$ cat src/rtl/opl_timer_ctrl.sv
// opl_timer_ctrl: register-side control for the two OPL2 interval timers.
//
// Decodes host writes to the timer preset/control registers, drives the
// init/start inputs of the Timer 1 and Timer 2 instances, collects their
// overflow pulses into sticky, maskable flags, and forms the status byte
// and the active-low IRQ line.
//
// Optional feature (macro OPL_TIMER_CSM_EN): adds register 0x08 (csm_en in
// din[7]) and output csm_key_on, a one-cycle pulse following any Timer 1
// overflow while csm_en is set, independent of the Timer 1 mask.
//
// Ports:
//   clk          system clock, rising edge
//   reset        synchronous active-high reset
//   wr/addr/din  single-cycle host register write
//   t1_init      Timer 1 preset value
//   t2_init      Timer 2 preset value
//   t1_start     Timer 1 run enable
//   t2_start     Timer 2 run enable
//   t1_overflow  one-cycle overflow pulse from Timer 1
//   t2_overflow  one-cycle overflow pulse from Timer 2
//   status       {irq, t1_flag, t2_flag, STATUS_LOW}
//   irq_n        active-low interrupt request
//   csm_key_on   composite-sine key-on pulse (OPL_TIMER_CSM_EN only)
module opl_timer_ctrl #(
  parameter logic [7:0] ADDR_T1    = 8'h02,
  parameter logic [7:0] ADDR_T2    = 8'h03,
  parameter logic [7:0] ADDR_CTRL  = 8'h04,
  parameter logic [4:0] STATUS_LOW = 5'b00110
) (
  input  logic       clk,
  input  logic       reset,
  input  logic       wr,
  input  logic [7:0] addr,
  input  logic [7:0] din,
  output logic [7:0] t1_init,
  output logic [7:0] t2_init,
  output logic       t1_start,
  output logic       t2_start,
  input  logic       t1_overflow,
  input  logic       t2_overflow,
  output logic [7:0] status,
`ifdef OPL_TIMER_CSM_EN
  output logic       csm_key_on,
`endif
  output logic       irq_n
);

`ifdef OPL_TIMER_CSM_EN
  localparam logic [7:0] ADDR_CSM = 8'h08;
`endif

  logic mask_t1;
  logic mask_t2;
  logic t1_flag;
  logic t2_flag;
  logic irq;

  // Write decode
  logic wr_t1;
  logic wr_t2;
  logic wr_irq_rst;
  logic wr_ctrl;

  always_comb begin
    wr_t1      = wr && (addr == ADDR_T1);
    wr_t2      = wr && (addr == ADDR_T2);
    wr_irq_rst = wr && (addr == ADDR_CTRL) && din[7];
    wr_ctrl    = wr && (addr == ADDR_CTRL) && !din[7];
  end

  // Preset, mask and start registers
  always_ff @(posedge clk) begin
    if (reset) begin
      t1_init  <= 8'h00;
      t2_init  <= 8'h00;
      mask_t1  <= 1'b0;
      mask_t2  <= 1'b0;
      t1_start <= 1'b0;
      t2_start <= 1'b0;
    end else begin
      if (wr_t1) t1_init <= din;
      if (wr_t2) t2_init <= din;
      if (wr_ctrl) begin
        mask_t1  <= din[6];
        mask_t2  <= din[5];
        t2_start <= din[1];
        t1_start <= din[0];
      end
    end
  end

  // Sticky flags: an unmasked overflow beats a same-cycle IRQ reset, and
  // the mask consulted is the one in place before any same-cycle write.
  always_ff @(posedge clk) begin
    if (reset) begin
      t1_flag <= 1'b0;
      t2_flag <= 1'b0;
    end else begin
      t1_flag <= (t1_overflow && !mask_t1) || (t1_flag && !wr_irq_rst);
      t2_flag <= (t2_overflow && !mask_t2) || (t2_flag && !wr_irq_rst);
    end
  end

`ifdef OPL_TIMER_CSM_EN
  logic csm_en;

  // CSM enable register and key-on pulse generator
  always_ff @(posedge clk) begin
    if (reset) begin
      csm_en     <= 1'b0;
      csm_key_on <= 1'b0;
    end else begin
      if (wr && (addr == ADDR_CSM)) csm_en <= din[7];
      csm_key_on <= t1_overflow && csm_en;
    end
  end
`endif

  // Status and IRQ derived directly from the flag registers
  always_comb begin
    irq    = t1_flag | t2_flag;
    irq_n  = ~irq;
    status = {irq, t1_flag, t2_flag, STATUS_LOW};
  end

endmodule

$ cat config.mk
export PLATFORM = sky130hd
export DESIGN_NAME = opl_timer_ctrl
export DESIGN_NICKNAME = d
export VERILOG_FILES = /design/src/rtl/opl_timer_ctrl.sv
export SDC_FILE = /design/constraint.sdc
export NUM_CORES = 1
export LEC_CHECK = 0
export CAP_MARGIN = 20
export CELL_PAD_IN_SITES_DETAIL_PLACEMENT = 1
export CELL_PAD_IN_SITES_GLOBAL_PLACEMENT = 1
export CORE_MARGIN = 2
export CORE_UTILIZATION = 29
export CTS_CLUSTER_SIZE = 14
export DETAILED_ROUTE_END_ITERATION = 12
export PLACE_DENSITY_LB_ADDON = 0.1
export SLEW_MARGIN = 0
export SYNTH_ARGS = -nofsm -noshare
export SYNTH_HDL_FRONTEND = slang
export SYNTH_SLANG_ARGS = --single-unit
$ cat constraint.sdc
create_clock -name clk -period 2.2 [get_ports clk]
set_input_delay 0.66 -clock clk [delete_from_list [all_inputs] [get_ports clk]]
set_output_delay 0.66 -clock clk [all_outputs]
set_load 0.01 [all_outputs]
After elaboration in Yosys (flattened, before gate mapping)
Cells that the tools add are included.
{"block": "classes", "addsub": 0, "n_mul": 0, "n_div": 0, "n_lt_le_gt_ge": 0, "n_eq_ne": 3, "n_shift": 0, "mux": 0, "bitwise_logic": 2, "reduce_logical": 15}
{"operator": "== test 8 x 2 -> 1 bit (second input constant)", "n": 2}
{"operator": "logical AND 1 bit", "n": 9}
{"operator": "== test 8 x 3 -> 1 bit (second input constant)", "n": 1}
{"operator": "zero test 1 bit", "n": 4}
{"operator": "logical OR 1 bit", "n": 2}
{"operator": "NOT 1 bit", "n": 1}
{"operator": "OR 1 bit", "n": 1}
{"block": "word_totals", "reg_bits": 22, "latchBits": 0, "ram_bits": 0, "romBits": 0, "in_bits": 21, "output_inout_bits": 27, "word_cells": 28, "n_memories": 0}

Longest topological paths before layout
Gate-level depths: netlist of run 1.
{"block": "logic_depth", "depth_word": 6, "mapped_depth": 4, "ltp_nobuf": 3}

Least setup slack after synthesis of run 1
Ideal clock, no wire load.
{"block": "synth_path", "path_kind": "input to register", "start": "input addr[4]", "end": "register t1_init[0]", "arrival_ps": 1817, "setup_slack_ps": 264, "stages": 4, "n_path_buf": 1, "path_cell_list": "or4_4 > or3_1 > buf_6 > mux2i_1"}
{"block": "synth_between", "elab_chain_len": 2}
{"item": "start: declaration", "line": "34", "text": "input logic [7:0] addr,"}
{"item": "== test 8 x 2 -> 1 bit", "line": "66", "text": "wr_t1 = wr && (addr == ADDR_T1);"}
{"item": "logical AND 1 bit", "line": "66"}
{"item": "end signal: assignment", "line": "82", "text": "if (wr_t1) t1_init <= din;"}
{"item": "end: declaration", "line": "36", "text": "output logic [7:0] t1_init,"}
No other way between the ends.
A chain may end at the register's enable or synchronous reset.

Worst setup path after layout of run 1
{"block": "layout_path", "start": "input addr[4]", "end": "register t1_init[4]"}
The elaborated chain is that of the path after synthesis.

==> run summary, run 1 <==
routed length per placed instance = 13.07 um
final net count = 165
largest net degree at the start of global routing = 33
hold buffer count at cts = 0
f_max = 0.4715 GHz
post-synthesis sequential area ratio = 42.56%
DP Wirelength = 1.862 mm
overall die width = 63.74 um
FF+latch count, synth = 22
Startpoint Class = primary input
total gr overflow = 0
YS warnings = 0
DRT antenna net count = 0
critical path arrival = 2330 ps
synthesized area = 1035 um^2
FP Rows = 21
Worst-Skew Late Latency = 300 ps
core area = 3390 um^2
number of global-route vias before repair = 841
outcome = finished clean
gp weighted congestion = 0.7287
ratio of cells with drive above 1 in the final layout = 8.392%
clock tree sinks = 22
Die Footprint = 4062 um^2
RSZ-0062 raised after global routing = false
final worst-path cycle share = 96.41%
total CTS buffers = 3
critical path class = primary input to register
vias post-DR = 824
DRC Markers = 0
P per Cell Area = 475.2 nW/um^2
Tmin final = 2121 ps
Antenna Cells = 0
Starting Density = 30.53%
Ports = 48
count of cell types in the netlist = 18
final worst setup slack = 79.09 ps
Setup TNS = 0 ps
1st-pass router iterations = 2
Final Hold Vio Count = 0
Die H = 63.74 um
Slew Viols, Final = 0
min-delay worst type = register to register
DR vias/cell = 4.360
Worst EP required = 2410 ps
Place WS = -283.2 ps
number of antenna violations at the first check in global routing = 0
# resized after CTS = 1
clock slew at reported path FFs = 110 ps
CTS tree = built
# Post-CTS Setup Buffers = 0
Crit Path Max Fanout = 8
I/O Buffers = 42
Avg Inst Size Synth = 10.24 um^2
Total Routed Length = 2.470 mm
Max VDD drop = 182.8 uV
CP endpoint kind = register
area growth from synthesis to final layout = 47.52%
skew final = 0.1348 ps
Syn Inst Count = 101
root buffer cell = clkbuf_4
GRT Total Usage = 12.89%
Starting DRT DRC Count = 7
Max Root-Sink Buffers = 2
total power = 0.0007254 W
first-pass GRT wire length = 3.967 mm
Maximum Capacitance Violations = 0
final count of negative-setup-slack endpoints = 0
htree depth = 1
Static Leak = 0.6269 nW
==> metal layers <==
metal / wire length (um) / share of wire, % / up-vias / track usage, %
li1: - / - / 406 / -
met1: 1080 / 44 / 381 / 15.28
met2: 1177 / 48 / 33 / 21.18
met3: 158 / 6.4 / 4 / 3.169
met4: 54 / 2.2 / 0 / 7.337
met5: 0 / 0 / - / 0
==> area by class of cell <==
cell class,instances,area [um^2]
clock buffer,4,36.28
timing repair buffer,47,469.2
fill,388,1863
tap,46,57.56
multi-input combinational,66,508.0
sequential,22,440.4
inverter,4,15.01
==> worst paths after layout <==
path / from / end / slack (ps) / cells past startpoint
min reg2reg: mask_t1 / t1_flag / 470 / 1
min: mask_t1 / t1_flag / 470 / 1
max: addr[4] / t1_init[4] / 80 / 5
max reg2reg: mask_t2 / t2_flag / 1520 / 1
==> placed cells by master, fill, tap and decap left out, types with 2 or more instances in the layout <==
master,count
mux2i_1,20
clkbuf_4,3
buf_4,4
inv_1,4
clkdlybuf4s50_1,41
nand2b_1,30
o32ai_1,2
dfxtp_1,22
conb_1,5
==> cells by family after synthesis <==
family | count (synthesis) | share of synthesized area (%)
simple gates | 39 | 26.24
flops | 22 | 42.56
mux | 20 | 19.35
buf+inv | 16 | 9.431
compound gates | 2 | 1.693
other cells | 2 | 0.7258
==> critical path, cell delays in order <==
cell             delay [ps]
clkdlybuf4s50_1         420
or4_4                   560
or3_1                   360
buf_4                   190
mux2i_1                 120
==> registers in the layout, indices dropped and copies added (netlist names) <==
name and flops:
mask_t1 1, mask_t2 1, t1_flag 1, t1_init 8
t1_start 1, t2_flag 1, t2_init 8, t2_start 1
==> Yosys cell counts <==
| master | number | area [um^2] |
|---|---|---|
| and4_1 | 1 | 8.760 |
| buf_4 | 8 | 60.06 |
| buf_6 | 1 | 11.26 |
| clkbuf_1 | 3 | 11.26 |
| conb_1 | 2 | 7.510 |
| dfxtp_1 | 22 | 440.4 |
| inv_1 | 4 | 15.01 |
| mux2i_1 | 20 | 200.2 |
| nand2b_1 | 30 | 187.7 |
| nand4b_1 | 1 | 8.760 |
| nand4bb_1 | 1 | 11.26 |
| nor3_4 | 1 | 16.27 |
| nor4_1 | 1 | 6.260 |
| nor4b_1 | 1 | 8.760 |
| o32ai_1 | 2 | 17.52 |
| or2_2 | 1 | 6.260 |
| or3_1 | 1 | 6.260 |
| or4_4 | 1 | 11.26 |
==> through the flow <==
stage / cell area, um^2 / hold slack, ps / instances / util, %
final: 1526 / 475.0 / 189 / 45.04
after global routing: 1526 / 498.7 / 189 / 45.04
after CTS: 1526 / 476.4 / 189 / 45.04
after detailed placement: 1491 / 457.7 / 185 / 44.00
after global placement: 1491 / 459.9 / 185 / 44.00
after floorplan: 1046 / 437.4 / 104 / -
==> power by group <==
group          total [W]  internal [W]  switching [W]
combinational  0.0000966     0.0000608      0.0000359
clock           0.000224      0.000101       0.000123
sequential      0.000404      0.000402     0.00000224
Note: power is estimated with default switching activity, not from simulation.
==> run 2: changes to the inputs <==
--- a/config.mk
+++ b/config.mk
@@ -12,7 +12,8 @@
 export CORE_UTILIZATION = 29
 export CTS_CLUSTER_SIZE = 14
 export DETAILED_ROUTE_END_ITERATION = 12
-export PLACE_DENSITY_LB_ADDON = 0.1
+export PLACE_DENSITY = 0.78
+export REMOVE_ABC_BUFFERS = 1
 export SLEW_MARGIN = 0
 export SYNTH_ARGS = -nofsm -noshare
 export SYNTH_HDL_FRONTEND = slang
==> run 2 against run 1 <==
Via count is 0.85% higher. Non-clock buffer count shrank 1. Critical path type unchanged. Global-route usage fell by 0.12 points. Utilization fell by 1.0 points. First-iteration DRC count grew to 3.0 times the previous value. Clock power down 21%. Clock-buffer cell count shrank 1. Clock skew is essentially flat. Largest power group unchanged.
==> run summary, run 2 (same netlist as run 1, synthesis figures left out) <==
area growth from synthesis to final layout = 44.26%
final worst-path cycle share = 96.38% (about the same)
htree depth = 1 (unchanged)
final count of negative-setup-slack endpoints = 0 (unchanged)
Slowest-stage cell, CP = or4_4
max incr delay on CP = 560 ps (about the same)
1st-pass router iterations = 4 (+2)
Hold Crit Start = mask_t2
critical path class = primary input to register
Maximum Capacitance Violations = 0 (unchanged)
Tmin final = 2120 ps (-0.6020 ps)
outcome = finished clean
DR vias/cell = 4.444 (+1.9%)
gp weighted congestion = 0.7953 (+9.1%)
Max VDD drop = 138.7 uV (-24%)
WP depth = 5 (unchanged)
fill count = 393 (+1.3%)
Worst-Skew Late Latency = 310 ps (about the same)
RSZ-0062 raised after global routing = false
most frequent cells in the layout = 41 x clkdlybuf4s50_1, 30 x nand2b_1, 22 x dfxtp_1, 20 x mux2i_1, 5 x conb_1
first-pass GRT wire length = 4.057 mm (+2.3%)
DRC Markers = 0 (unchanged)
R2R setup slack = 1530 ps (about the same)
Die Footprint = 4062 um^2 (unchanged)
Crit Path Max Fanout = 8 (unchanged)
CP top delay family = simple AND/OR/NAND/NOR gates
I/O Buffers = 42 (unchanged)
final worst setup slack = 79.69 ps (+0.6020 ps)
placed insts = 184 (-0.54%)
core area = 3390 um^2 (unchanged)
Die H = 63.74 um (unchanged)
number of antenna violations at the first check in global routing = 0 (unchanged)
Top Registers = t1_init: 8 flops, t2_init: 8 flops
hold depth = 1 (unchanged)
f_max = 0.4716 GHz (about the same)
non-filler cells, final = 187 (-1.1%)
Final Hold Vio Count = 0 (unchanged)
hold buffer count at cts = 0 (unchanged)
ratio of cells with drive above 1 in the final layout = 7.092% (-1.3 points)
Bufs and invs on worst path = 2 (unchanged)
root buffer cell = clkbuf_4
CTS tree = built
clock slew at reported path FFs = 110 ps (about the same)
Crit Reg-Reg Endpoint = t1_flag
Static Leak = 0.6141 nW (-2.0%)
min-delay worst type = register to register
Total Routed Length = 2.439 mm (-1.3%)
crit path cell chain = clkdlybuf4s50_1, or4_4, or3_1, buf_4, mux2i_1
DRT antenna net count = 0 (unchanged)
sink of the worst hold path = t2_flag
final net count = 164 (-0.61%)
Place WS = -263.1 ps (+20.10 ps)
Ports = 48 (unchanged)
CP endpoint kind = register
# resized after CTS = 1 (unchanged)
most common cell after layout, fill and taps aside = clkdlybuf4s50_1
worst r2r src = mask_t1
routed length per placed instance = 13.04 um (-0.20%)
Reg2Reg Depth = 1 (unchanged)
Slew Viols, Final = 0 (unchanged)
P per Cell Area = 455.9 nW/um^2 (-4.1%)
GRT Total Usage = 12.78% (-0.12 points)
Max Root-Sink Buffers = 2 (unchanged)
Starting Density = 30.53% (unchanged)
Worst EP required = 2400 ps (about the same)
FP Rows = 21 (unchanged)
DP Wirelength = 1.967 mm (+5.6%)
vias post-DR = 831 (+0.85%)
Antenna Cells = 0 (unchanged)
total gr overflow = 0 (unchanged)
Startpoint Class = primary input
Worst Hold Slack = 476.0 ps (+1.037 ps)
skew final = 0.1298 ps (-0.004940 ps)
Starting DRT DRC Count = 21 (+14)
total CTS buffers = 3 (unchanged)
overall die width = 63.74 um (unchanged)
critical path arrival = 2320 ps (about the same)
# Post-CTS Setup Buffers = 0 (unchanged)
largest net degree at the start of global routing = 33 (unchanged)
number of global-route vias before repair = 870 (+3.4%)
clock tree sinks = 22 (unchanged)
run 2: cell count changes in the layout (fill, tap and decap cells not counted):
cell / change
buf_12: -1
clkbuf_8: -1
run 2: layout make-up:
type / count / area, um^2 / share of cell area [%]
tap: 46 / 57.56 / 3.856
inverter: 4 / 15.01 / 1.006
sequential: 22 / 440.4 / 29.51
timing repair buffer: 46 / 449.2 / 30.09
clock buffer: 3 / 22.52 / 1.509
multi-input combinational: 66 / 508.0 / 34.03
run 2: worst max-delay path by stage:
stage | end | from
after global placement | t1_init[0] | addr[4]
after CTS | t1_init[6] | addr[7]
after global routing | t1_init[2] | addr[4]
after floorplan | t1_init[0] | addr[4]
after detailed placement | t1_init[2] | addr[7]
final | t1_init[6] | addr[4]
run 2: power by group:
group | total [W] | switching, W | leakage (nW) | internal (W)
Combinational | 0.0000978 | 0.0000376 | 0.422 | 0.0000602
Clock | 0.000178 | 0.000114 | 0.0138 | 0.0000640
Sequential | 0.000405 | 0.00000263 | 0.178 | 0.000402
Total | 0.000681 | 0.000154 | 0.614 | 0.000526
run 2: per-stage QoR:
step | cell area, um^2 | total power (W) | utilization, % | setup TNS (ps)
5_1_grt | 1493 | 0.0007050 | 44.04 | 0
6_report | 1493 | 0.0006805 | 44.04 | 0
4_1_cts | 1493 | 0.0006883 | 44.04 | 0
2_1_floorplan | 963.4 | 0.0004465 | - | 0
3_5_place_dp | 1471 | 0.0005137 | 43.41 | -2983
3_3_place_gp | 1471 | 0.0005086 | 43.41 | -2412
run 2: per-layer routing:
metal | track usage, % | routed length (um)
met1 | 14.08 | 997
met2 | 23.42 | 1251
met3 | 2.641 | 131
met4 | 5.707 | 59
met5 | 0 | 0
==> run 3: changes to the inputs <==
--- a/config.mk
+++ b/config.mk
@@ -12,7 +12,7 @@
 export CORE_UTILIZATION = 29
 export CTS_CLUSTER_SIZE = 14
 export DETAILED_ROUTE_END_ITERATION = 12
-export PLACE_DENSITY = 0.78
+export PLACE_DENSITY_LB_ADDON = 0.08
 export REMOVE_ABC_BUFFERS = 1
 export SLEW_MARGIN = 0
 export SYNTH_ARGS = -nofsm -noshare
==> constraint.sdc (replaced) <==
create_clock -name clk -period 2.2 [get_ports clk]
set_input_delay 0.66 -clock clk [delete_from_list [all_inputs] [get_ports clk]]
set_output_delay 0.66 -clock clk [all_outputs]
set_load 0.1 [all_outputs]
==> run 3 against run 2 <==
Die area did not move. Clock skew barely moved. Final cell count did not move. Combinational power is 92% higher. Register-to-register slack about the same. Critical path depth unchanged. Total power rose by 13%. Sequential cell count unchanged. Non-clock buffer count stayed put. Cell area decreased by 1.7%. Largest cell class unchanged.
==> run summary, run 3 (same netlist as run 1, synthesis figures left out) <==
outcome = finished clean
htree depth = 1 (unchanged)
Max Root-Sink Buffers = 2 (unchanged)
Reg2Reg Depth = 1 (unchanged)
largest net degree at the start of global routing = 33 (unchanged)
FF/Latch Area = 440.4 um^2 (unchanged)
I/O Buffers = 42 (unchanged)
final net count = 164 (unchanged)
DR vias/cell = 4.422 (-0.48%)
hold buffer count at cts = 0 (unchanged)
sink of the worst hold path = t1_init[4]
GRT Total Usage = 13.48% (+0.70 points)
final worst setup slack = 57.55 ps (-22.13 ps)
Antenna Cells = 0 (unchanged)
# resized after CTS = 0 (-1)
Starting DRT DRC Count = 23 (+9.5%)
DRT antenna net count = 0 (unchanged)
CTS tree = built
number of global-route vias before repair = 905 (+4.0%)
f_max = 0.4668 GHz (-1.0%)
first-pass GRT wire length = 4.284 mm (+5.6%)
Ports = 48 (unchanged)
routed length per placed instance = 13.19 um (+1.1%)
total gr overflow = 0 (unchanged)
Die Footprint = 4062 um^2 (unchanged)
FP Rows = 21 (unchanged)
CP endpoint kind = register
P per Cell Area = 521.7 nW/um^2 (+14%)
critical path class = primary input to register
RSZ-0062 raised after global routing = false
Final Hold Vio Count = 0 (unchanged)
Worst EP required = 2390 ps (about the same)
Place WS = -315.1 ps (-51.95 ps)
core area = 3390 um^2 (unchanged)
Crit Reg-Reg Endpoint = t1_flag
Tmin final = 2142 ps (+22.13 ps)
Starting Density = 30.53% (unchanged)
total power = 0.0007657 W (+13%)
most frequent cells in the layout = 30 x nand2b_1, 23 x buf_4, 22 x dfxtp_1, 20 x mux2i_1, 20 x clkdlybuf4s50_1
gp weighted congestion = 0.7684 (-3.4%)
Multi-input gate area = 508.0 um^2 (unchanged)
vias post-DR = 827 (-0.48%)
fill count = 398 (+1.3%)
Slew Viols, Final = 0 (unchanged)
total CTS buffers = 3 (unchanged)
max incr delay on CP = 560 ps (about the same)
min-delay worst type = register to register
crit path cell chain = clkdlybuf4s50_1, or4_4, or3_1, buf_6, mux2i_1
critical path arrival = 2330 ps (about the same)
Startpoint Class = primary input
ratio of cells with drive above 1 in the final layout = 22.70% (+16 points)
clock slew at reported path FFs = 110 ps (about the same)
DP Wirelength = 1.894 mm (-3.7%)
Worst-Skew Late Latency = 290 ps (-20 ps)
Max VDD drop = 198.9 uV (+43%)
overall die width = 63.74 um (unchanged)
1st-pass router iterations = 2 (-2)
final worst-path cycle share = 97.38% (+1.0 points)
hold depth = 2 (+1)
skew final = 0.3071 ps (+0.1773 ps)
# Post-CTS Setup Buffers = 0 (unchanged)
Static Leak = 0.6603 nW (+7.5%)
final count of negative-setup-slack endpoints = 0 (unchanged)
Total Routed Length = 2.467 mm (+1.1%)
Hold Crit Start = t1_init[4]
clock tree sinks = 22 (unchanged)
DRC Markers = 0 (unchanged)
most common cell after layout, fill and taps aside = nand2b_1
area growth from synthesis to final layout = 41.84%
Crit Path Max Fanout = 8 (unchanged)
Maximum Capacitance Violations = 0 (unchanged)
root buffer cell = clkbuf_4
Die H = 63.74 um (unchanged)
R2R setup slack = 1530 ps (about the same)
Slowest-stage cell, CP = or4_4
worst r2r src = mask_t1
Top Registers = t1_init: 8 flops, t2_init: 8 flops
number of antenna violations at the first check in global routing = 0 (unchanged)
-- run 3: changes by cell type in the layout (fill, tap and decap cells not counted), sizes merged --
cell / change
buf: +22
clkdlybuf4s50: -21
dlygate4sd2: -1
-- run 3: area by class of cell --
type | instances | area share [%]
multi-input combinational | 66 | 34.61
tap | 46 | 3.922
clock buffer | 3 | 1.535
inverter | 4 | 1.023
sequential | 22 | 30.01
timing repair buffer | 46 | 28.90
-- run 3: report_power, final --
group          internal, W  leakage, nW  switching [W]  total, W
combinational    0.0000639        0.469       0.000124  0.000188
clock            0.0000636       0.0138       0.000110  0.000174
sequential        0.000402        0.178     0.00000241  0.000404
total             0.000529        0.660       0.000236  0.000766
-- run 3: per-stage QoR --
step	hold slack, ps	instance area, um^2	utilization [%]	setup TNS (ps)	cells
floorplan	434.8	963.4	-	-535.3	92
global placement	460.2	1441	42.52	-2440	184
detailed placement	468.1	1441	42.52	-3396	184
CTS	486.4	1464	43.19	0	187
global route	505.7	1468	43.30	0	187
finish	482.9	1468	43.30	0	187
-- run 3: worst max-delay path by stage --
stage               slack (ps)    start          to
detailed placement        -320  addr[4]  t1_init[3]
global route                 8  addr[4]  t1_init[3]
finish                      60  addr[4]  t1_init[5]
CTS                         20  addr[4]  t1_init[3]
global placement          -230  addr[4]  t1_init[6]
floorplan                 -540  t1_flag       irq_n
-- run 3: per-layer routing --
| layer | vias up | track usage, % | share of wire, % |
|---|---|---|---|
| met5 | - | 0 | 0 |
| met4 | 0 | 4.076 | 0.77 |
| met2 | 28 | 24.21 | 51 |
| li1 | 405 | - | - |
| met1 | 392 | 15.37 | 42 |
| met3 | 2 | 3.873 | 6.3 |
-- run 3: worst max-delay path: cells and delay by family --
family                 cells  cell delay, ps
buffers and inverters      2             600
and+or+nand+nor            2             950
muxes                      1             120
